--- src/rtl/cmem_arbiter.sv ---
// cmem_arbiter: serialises cpu ifetch (a) and data (b) cache ports onto one pmem port.
// Optional CMEM_ARB_ROUND_ROBIN_EN swaps fixed b>a priority for alternating grants.
module cmem_arbiter #(
    parameter int ADDR_WIDTH = 32,
    parameter int DATA_WIDTH = 32
) (
    input  logic                    clk,
    input  logic                    rst,
    input  logic                    cmem_read_a,
    input  logic                    cmem_write_a,
    input  logic [DATA_WIDTH/8-1:0] cmem_byte_enable_a,
    input  logic [ADDR_WIDTH-1:0]   cmem_address_a,
    input  logic [DATA_WIDTH-1:0]   cmem_wdata_a,
    output logic                    cmem_resp_a,
    output logic [DATA_WIDTH-1:0]   cmem_rdata_a,
    input  logic                    cmem_read_b,
    input  logic                    cmem_write_b,
    input  logic [DATA_WIDTH/8-1:0] cmem_byte_enable_b,
    input  logic [ADDR_WIDTH-1:0]   cmem_address_b,
    input  logic [DATA_WIDTH-1:0]   cmem_wdata_b,
    output logic                    cmem_resp_b,
    output logic [DATA_WIDTH-1:0]   cmem_rdata_b,
    output logic                    pmem_read,
    output logic                    pmem_write,
    output logic [DATA_WIDTH/8-1:0] pmem_byte_enable,
    output logic [ADDR_WIDTH-1:0]   pmem_address,
    output logic [DATA_WIDTH-1:0]   pmem_wdata,
    input  logic                    pmem_resp,
    input  logic [DATA_WIDTH-1:0]   pmem_rdata
);

    localparam int BW = DATA_WIDTH / 8;

    typedef enum logic [2:0] {
        IDLE,
        BUSY_A,
        BUSY_B,
        RESP_A,
        RESP_B
    } state_e;

    state_e                state_q, state_d;
    logic                  rd_q, rd_d;
    logic                  wr_q, wr_d;
    logic [BW-1:0]         be_q, be_d;
    logic [ADDR_WIDTH-1:0] addr_q, addr_d;
    logic [DATA_WIDTH-1:0] wdata_q, wdata_d;
    logic [DATA_WIDTH-1:0] rdata_a_q, rdata_a_d;
    logic [DATA_WIDTH-1:0] rdata_b_q, rdata_b_d;

    logic req_a, req_b, grant_b;

    assign req_a = cmem_read_a | cmem_write_a;
    assign req_b = cmem_read_b | cmem_write_b;

`ifdef CMEM_ARB_ROUND_ROBIN_EN
    // last_q: 1 = b was granted most recently
    logic last_q, last_d;
    assign grant_b = req_b & (~req_a | ~last_q);
`else
    assign grant_b = req_b;
`endif

    always_ff @(posedge clk) begin
        if (rst) begin
            state_q   <= IDLE;
            rd_q      <= 1'b0;
            wr_q      <= 1'b0;
            be_q      <= '0;
            addr_q    <= '0;
            wdata_q   <= '0;
            rdata_a_q <= '0;
            rdata_b_q <= '0;
`ifdef CMEM_ARB_ROUND_ROBIN_EN
            last_q    <= 1'b0;
`endif
        end else begin
            state_q   <= state_d;
            rd_q      <= rd_d;
            wr_q      <= wr_d;
            be_q      <= be_d;
            addr_q    <= addr_d;
            wdata_q   <= wdata_d;
            rdata_a_q <= rdata_a_d;
            rdata_b_q <= rdata_b_d;
`ifdef CMEM_ARB_ROUND_ROBIN_EN
            last_q    <= last_d;
`endif
        end
    end

    always_comb begin
        state_d   = state_q;
        rd_d      = rd_q;
        wr_d      = wr_q;
        be_d      = be_q;
        addr_d    = addr_q;
        wdata_d   = wdata_q;
        rdata_a_d = rdata_a_q;
        rdata_b_d = rdata_b_q;
`ifdef CMEM_ARB_ROUND_ROBIN_EN
        last_d    = last_q;
`endif
        unique case (state_q)
            IDLE: begin
                if (grant_b) begin
                    rd_d    = cmem_read_b & ~cmem_write_b;
                    wr_d    = cmem_write_b;
                    be_d    = cmem_byte_enable_b;
                    addr_d  = cmem_address_b;
                    wdata_d = cmem_wdata_b;
                    state_d = BUSY_B;
`ifdef CMEM_ARB_ROUND_ROBIN_EN
                    last_d  = 1'b1;
`endif
                end else if (req_a) begin
                    rd_d    = cmem_read_a & ~cmem_write_a;
                    wr_d    = cmem_write_a;
                    be_d    = cmem_byte_enable_a;
                    addr_d  = cmem_address_a;
                    wdata_d = cmem_wdata_a;
                    state_d = BUSY_A;
`ifdef CMEM_ARB_ROUND_ROBIN_EN
                    last_d  = 1'b0;
`endif
                end
            end
            BUSY_A: begin
                if (pmem_resp) begin
                    rdata_a_d = wr_q ? '0 : pmem_rdata;
                    state_d   = RESP_A;
                end
            end
            BUSY_B: begin
                if (pmem_resp) begin
                    rdata_b_d = wr_q ? '0 : pmem_rdata;
                    state_d   = RESP_B;
                end
            end
            RESP_A:  state_d = IDLE;
            RESP_B:  state_d = IDLE;
            default: state_d = IDLE;
        endcase
    end

    logic busy;
    assign busy = (state_q == BUSY_A) | (state_q == BUSY_B);

    assign pmem_read        = busy & rd_q;
    assign pmem_write       = busy & wr_q;
    assign pmem_byte_enable = be_q;
    assign pmem_address     = addr_q;
    assign pmem_wdata       = wdata_q;

    assign cmem_resp_a  = (state_q == RESP_A);
    assign cmem_resp_b  = (state_q == RESP_B);
    assign cmem_rdata_a = rdata_a_q;
    assign cmem_rdata_b = rdata_b_q;

endmodule
--- config.mk ---
export PLATFORM = sky130hd
export DESIGN_NAME = cmem_arbiter
export DESIGN_NICKNAME = d
export VERILOG_FILES = /design/src/rtl/cmem_arbiter.sv
export SDC_FILE = /design/constraint.sdc
export NUM_CORES = 1
export LEC_CHECK = 0
export CORE_AREA = 8 8 136 138
export CTS_BUF_LIST = sky130_fd_sc_hd__clkbuf_8
export DETAILED_ROUTE_END_ITERATION = 8
export DIE_AREA = 0 0 144 146
export GPL_TIMING_DRIVEN = 1
export MAX_ROUTING_LAYER = met4
export PLACE_DENSITY_LB_ADDON = 0.2
export SLEW_MARGIN = 40
export SYNTH_ARGS = -nofsm -noshare
export SYNTH_HDL_FRONTEND = slang
export SYNTH_SLANG_ARGS = --single-unit
--- constraint.sdc ---
create_clock -name clk -period 1.8 [get_ports clk]
set_input_delay 0.27 -clock clk [delete_from_list [all_inputs] [get_ports clk]]
set_output_delay 0.27 -clock clk [all_outputs]
set_load 0.1 [all_outputs]
==> results of run 1 <==
## cell families (layout without fill, tap and decap cells)
logic type | Yosys count | in the layout | synth area share (%)
AOI/OAI and AO/OA | 275 | 275 | 29.1
xor gates and xnor gates | 1 | 1 | 0.149
buffers and inverters | 85 | 378 | 6.07
DFF | 137 | 137 | 46.5
muxes | 1 | 1 | 0.170
other | 0 | 2 | 0
and+or+nand+nor | 247 | 247 | 18.1
## metal layers
layer	vias to the layer above	share of wire (%)
met5	-	0
met2	261	48
met1	2992	40
met3	25	10
li1	3178	-
met4	0	2.0
## final timing paths
kind                       to  cells past startpoint  slack, ps
max                 pmem_read                      5         50
min                state_q[2]                      2        270
max reg2reg  pmem_address[17]                      5        150
min reg2reg  cmem_rdata_a[25]                      2        460
## worst max-delay path: stages, from the launching register on
cell and delay, ps:
dfxtp_2 340, buf_8 130, xnor2_4 120, nor2_2 120, and2_4 160, buf_12 170
## cell usage after synthesis
library cell and instances:
a21bo_2 1, a21oi_1 134, a311oi_1 58, a311oi_2 10, and2_1 3, and3b_1 1
buf_1 1, buf_2 7, buf_6 4, clkbuf_1 71, dfxtp_1 137, inv_1 2
mux2i_1 1, nand2_1 197, nand4bb_1 2, nor2_1 3, nor2b_1 34, nor3_1 2
nor3b_1 1, nor4bb_1 2, o2111ai_1 1, o211a_1 1, o21ai_0 68, o31ai_1 1
o32ai_1 1, or3_1 1, or4_1 1, xnor2_1 1
## registers in the layout (all words and copies together), names as in the netlist
signal	count
wr_q	1
cmem_rdata_b	32
pmem_wdata	32
rd_q	1
pmem_byte_enable	4
state_q	3
cmem_rdata_a	32
pmem_address	32
## through the flow
stage                     setup WS (ps)  area, um2  setup TNS [ps]  power (W)
final                              54.1       9670               0     0.0115
after detailed placement           -169       9190           -9620    0.00894
after global routing              -27.4       9670           -56.9     0.0120
after floorplan                  -0.800       5930           -8.00    0.00731
after global placement             -142       9190           -8130    0.00891
after CTS                         -9.69       9610           -18.3     0.0116
## what timing repair did
action | in CTS | in global routing
hold buffers | 0 | 0
setup endpoints to repair | 3 | 2
resized for setup | 4 | 6
buffers inserted | 0 | 5
pin swaps | 1 | 3
## cell type report
class,instances,area [um2]
Fill cell,1480,6620
Sequential cell,137,2750
Antenna cell,2,5.00
Clock inverter,12,153
Clock buffer,18,248
Multi-Input combinational cell,524,2880
Tap cell,220,275
Inverter,2,7.51
Timing Repair Buffer,346,3350
## power by group through the flow
stage	Sequential, W	Combinational (W)	Clock (W)
after floorplan	0.00611	0.00120	0
after global placement	0.00368	0.00523	0
after detailed placement	0.00368	0.00525	0
after CTS	0.00363	0.00526	0.00270
after global routing	0.00367	0.00550	0.00283
final	0.00363	0.00527	0.00260
==> results.tsv, run 1 <==
metric	value	unit
status	completed	
grtUsageTotal	21.8	%
io_pins	311	
cts.sinks	137	
use_met1	25.5	%
crit_path_end_kind	output port	
startpoint	state_q[1]	
yosysWarnings	0	
hold_start	rst	
grt_pass1_wl	35000	um
hold_viol	0	
dpl.cell_count	1224	
required	1530	ps
wl_per_cell	18.1	um
synth.avg_cell_area	7.91	um2
drt_wl_total	22800	um
cts_buffer_depth	2	
drc	0	
initial_core_util	36.2	%
first_pass_iters	5	
mostFrequentLayoutCells	197 x nand2_1, 171 x clkdlybuf4s50_1, 146 x buf_4	
globalplace.congestion	0.818	
timing.rr.start	state_q[1]	
vias_per_cell	5.12	
hold_ws	272	ps
overflow	0	
use_met3	7.81	%
final_antenna_net_count	0	
arrival	1480	ps
antenna_found_initial	2	
std_cell_rows	47	
swShare	44.8	%
htreeDepth	4	
power.leakage	3.68	nW
p_clk_share	22.6	%
grt_pass1_vias	6394	
crit_fanout	7	
maxSlewViolCount	0	
syn_nets	921	
vias	6456	
share_comb_of_total_power	45.9	%
synth_seq_cells	137	
drt_iter0_drc	353	
coreArea	16300	um2
insertion_delay	440	ps
tritoncts.num_buffers	17	
cts_root_buf	clkbuf_8	
path_clk_slew	70	ps
cts_tree	yes	
port_buffers	310	
clock_skew	12.1	ps
setup_viol	0	
drv_cap	0	
gr-max-usage-layer	met2	
cellPowerDensity	1190	nW/um2
irDropWorstVdd	0.708	mV
dieArea	21000	um2
fin_cells	1261	
fin_crit	1750	ps
fin_util	59.4	%
gr-usage-met2	33.8	%
syn_to_final_growth	64.0	%
fin_nets	1203	
grt_max_degree	72	
finalCritPeriodShare	97.0	%
maxSlewHeadroom	62.6	%
crit_type	register to output port	
drive_above_1_share	21.9	%
syn-cell-area	5900	um2
syn-instance-count	746	
intPower	0.00635	W
hold_class	primary input to register	
switchingPower	0.00516	W
die_w	144	um
tightest_slew	561	ps
dp_hpwl	16300	um
die_h	146	um
yosysSeqAreaShare	46.5	%
fmax	573	MHz
synth_area_leaders	dfxtp_1 46%, nand2_1 13%, a21oi_1 11%	
final_common_cell	nand2_1	
rsz0062_at_grt	yes	
worst_setup_path_start_kind	register	
yosysTopAreaCell	dfxtp_1	
synth_top_area_share	46.5	%
synth.distinct_cells	28	
pwr-share-seq	31.6	%
Note: power is estimated with default switching activity, not from simulation.
==> run 2: changes to the inputs <==
--- a/config.mk
+++ b/config.mk
@@ -5,13 +5,14 @@
 export SDC_FILE = /design/constraint.sdc
 export NUM_CORES = 1
 export LEC_CHECK = 0
-export CORE_AREA = 8 8 136 138
+export CORE_AREA = 8 8 116 161
 export CTS_BUF_LIST = sky130_fd_sc_hd__clkbuf_8
 export DETAILED_ROUTE_END_ITERATION = 8
-export DIE_AREA = 0 0 144 146
+export DIE_AREA = 0 0 124 169
 export GPL_TIMING_DRIVEN = 1
 export MAX_ROUTING_LAYER = met4
 export PLACE_DENSITY_LB_ADDON = 0.2
+export REMOVE_ABC_BUFFERS = 1
 export SLEW_MARGIN = 40
 export SYNTH_ARGS = -nofsm -noshare
 export SYNTH_HDL_FRONTEND = slang
==> run 2 against run 1 <==
Effect of this change: sequential power about the same; sequential share of layout area grew 0.58 points; critical path depth stayed put; first-iteration DRC count increased by 12%; routed wire length down 0.23%; total power about the same; hold slack worse by 60 ps; cell count decreased by 1.9%; clock power grew 8.5%; core utilization shrank 1.5 points; die area shrank 0.32%.
==> results.tsv, run 2 (synthesis gave the netlist of run 1 again) <==
metric	value	unit	change
status	completed		
maxSlewHeadroom	62.8	%	+0.23 points
vias_per_cell	5.21		+1.7%
layout_setup_ws	73.2	ps	+19.0 ps
cts_root_buf	clkbuf_8		
io_pins	311		unchanged
tightest_slew	558	ps	-3.43 ps
syn_to_final_growth	60.8	%	
cellPowerDensity	1210	nW/um2	+2.1%
fin_tns_setup	0	ps	unchanged
vias	6439		-0.26%
insertion_delay	430	ps	about the same
tritoncts.num_buffers	17		unchanged
setup_viol	0		unchanged
overflow	0		unchanged
irDropWorstVdd	0.570	mV	-20%
cpPeakStageDelay	640	ps	+300 ps
placed_area	9020	um2	-1.9%
cts_tree	yes		
coreArea	16400	um2	+0.65%
cts.sinks	137		unchanged
hold_viol	0		unchanged
fin_crit	1730	ps	-19.0 ps
globalplace.congestion	0.795		-2.9%
dp_hpwl	16000	um	-2.2%
die_h	169	um	+16%
crit_path_end_kind	register		
crit_fanout	49		+42
grtUsageTotal	21.7	%	-0.068 points
nFillCells	1563		+5.6%
die_w	124	um	-14%
drive_above_1_share	21.3	%	-0.65 points
port_buffers	310		unchanged
crit_path_top_delay_cell	or4_2		
first_pass_iters	4		-1
fmax	579	MHz	+1.1%
crit_type	primary input to register		
worst_setup_path_start_kind	primary input		
arrival	2080	ps	+600 ps
dieArea	21000	um2	-0.32%
antenna_found_initial	1		-1
power.leakage	3.62	nW	-1.6%
cts_buffer_depth	2		unchanged
htreeDepth	4		unchanged
design_area	9490	um2	-1.9%
drc	0		unchanged
postCtsHoldBufs	0		unchanged
drt_iter0_drc	396		+12%
final_antenna_net_count	0		unchanged
place_ws	-370	ps	-201 ps
required	2150	ps	+620 ps
drv_cap	0		unchanged
clock_skew	13.4	ps	+1.31 ps
grt_pass1_wl	35000	um	-0.12%
drt_wl_total	22700	um	-0.23%
fin_cells	1237		-1.9%
hold_class	primary input to register		
critical_path.cell_chain	clkdlybuf4s50_1, or4_2, buf_4, o32ai_1, mux2i_1		
initial_core_util	36.0	%	-0.23 points
rsz0062_at_grt	no		
wl_per_cell	18.4	um	+1.7%
mostFrequentLayoutCells	197 x nand2_1, 171 x clkdlybuf4s50_1, 147 x buf_4		
path_clk_slew	80	ps	about the same
fin_nets	1195		-0.67%
grt_max_degree	58		-19%
maxSlewViolCount	0		unchanged
dpl.cell_count	1202		-1.8%
final_common_cell	nand2_1		
finalCritPeriodShare	95.9	%	-1.1 points
grt_pass1_vias	6501		+1.7%
std_cell_rows	56		+19%
## run 2: cell types whose count changed in the layout (fill, tap and decap cells not counted), sizes merged
cell,delta
buf,-8
bufinv,+1
diode,-1
clkinvlp,-1
inv,+3
clkbuf,-1
## run 2: report_power, final
group          switching [W]  leakage [nW]  total, W  internal [W]
Clock                0.00130         0.220   0.00282       0.00152
Sequential          0.000211          1.13   0.00360       0.00339
Combinational        0.00369          2.27   0.00509       0.00140
## run 2: path summary, 6_finish.rpt
check / start / end / slack, ps / cells past startpoint
worst max-delay path: cmem_write_a / state_q[1] / 70 / 5
worst max register to register: state_q[2] / pmem_address[1] / 310 / 4
worst min register to register: cmem_rdata_b[8] / cmem_rdata_b[8] / 460 / 2
worst min-delay path: rst / state_q[2] / 210 / 2
## run 2: final cells by class
| type | instances | area [um2] | share of cell area (%) |
|---|---|---|---|
| Multi-Input combinational cell | 524 | 2850 | 30.1 |
| Inverter | 2 | 7.51 | 0.0791 |
| Tap cell | 203 | 254 | 2.68 |
| Clock buffer | 17 | 234 | 2.47 |
| Antenna cell | 1 | 2.50 | 0.0264 |
| Timing Repair Buffer | 338 | 3190 | 33.6 |
| Sequential cell | 137 | 2750 | 29.0 |
| Clock inverter | 15 | 200 | 2.11 |
## run 2: repair_timing
| item | CTS | global route |
|---|---|---|
| setup endpoints to repair | 4 | 4 |
| pin swaps | 0 | 1 |
| buffers inserted | 0 | 2 |
| gates resized for setup | 4 | 3 |
## run 2: layer usage
metal  track usage [%]  vias up  routed length (um)
li1                  -     3168                   -
met2              33.4      269               10900
met1              25.7     2975                9190
met5                 -        -                   0
met3              7.80       27                2160
met4              7.53        0                 514
## run 2: stage by stage
stage	hold WS, ps	total power (W)	util, %
floorplan	338	0.00714	-
global placement	443	0.00875	55.0
detailed placement	447	0.00878	55.0
CTS	163	0.0116	57.7
global route	190	0.0120	57.9
finish	212	0.0115	57.9
## run 2: worst max-delay path, delay by kind of cell
kind	cells	cell delay, ps
buffers and inverters	2	740
AND/OR/NAND/NOR	1	640
AO/OA/AOI/OAI	1	210
multiplexers	1	210
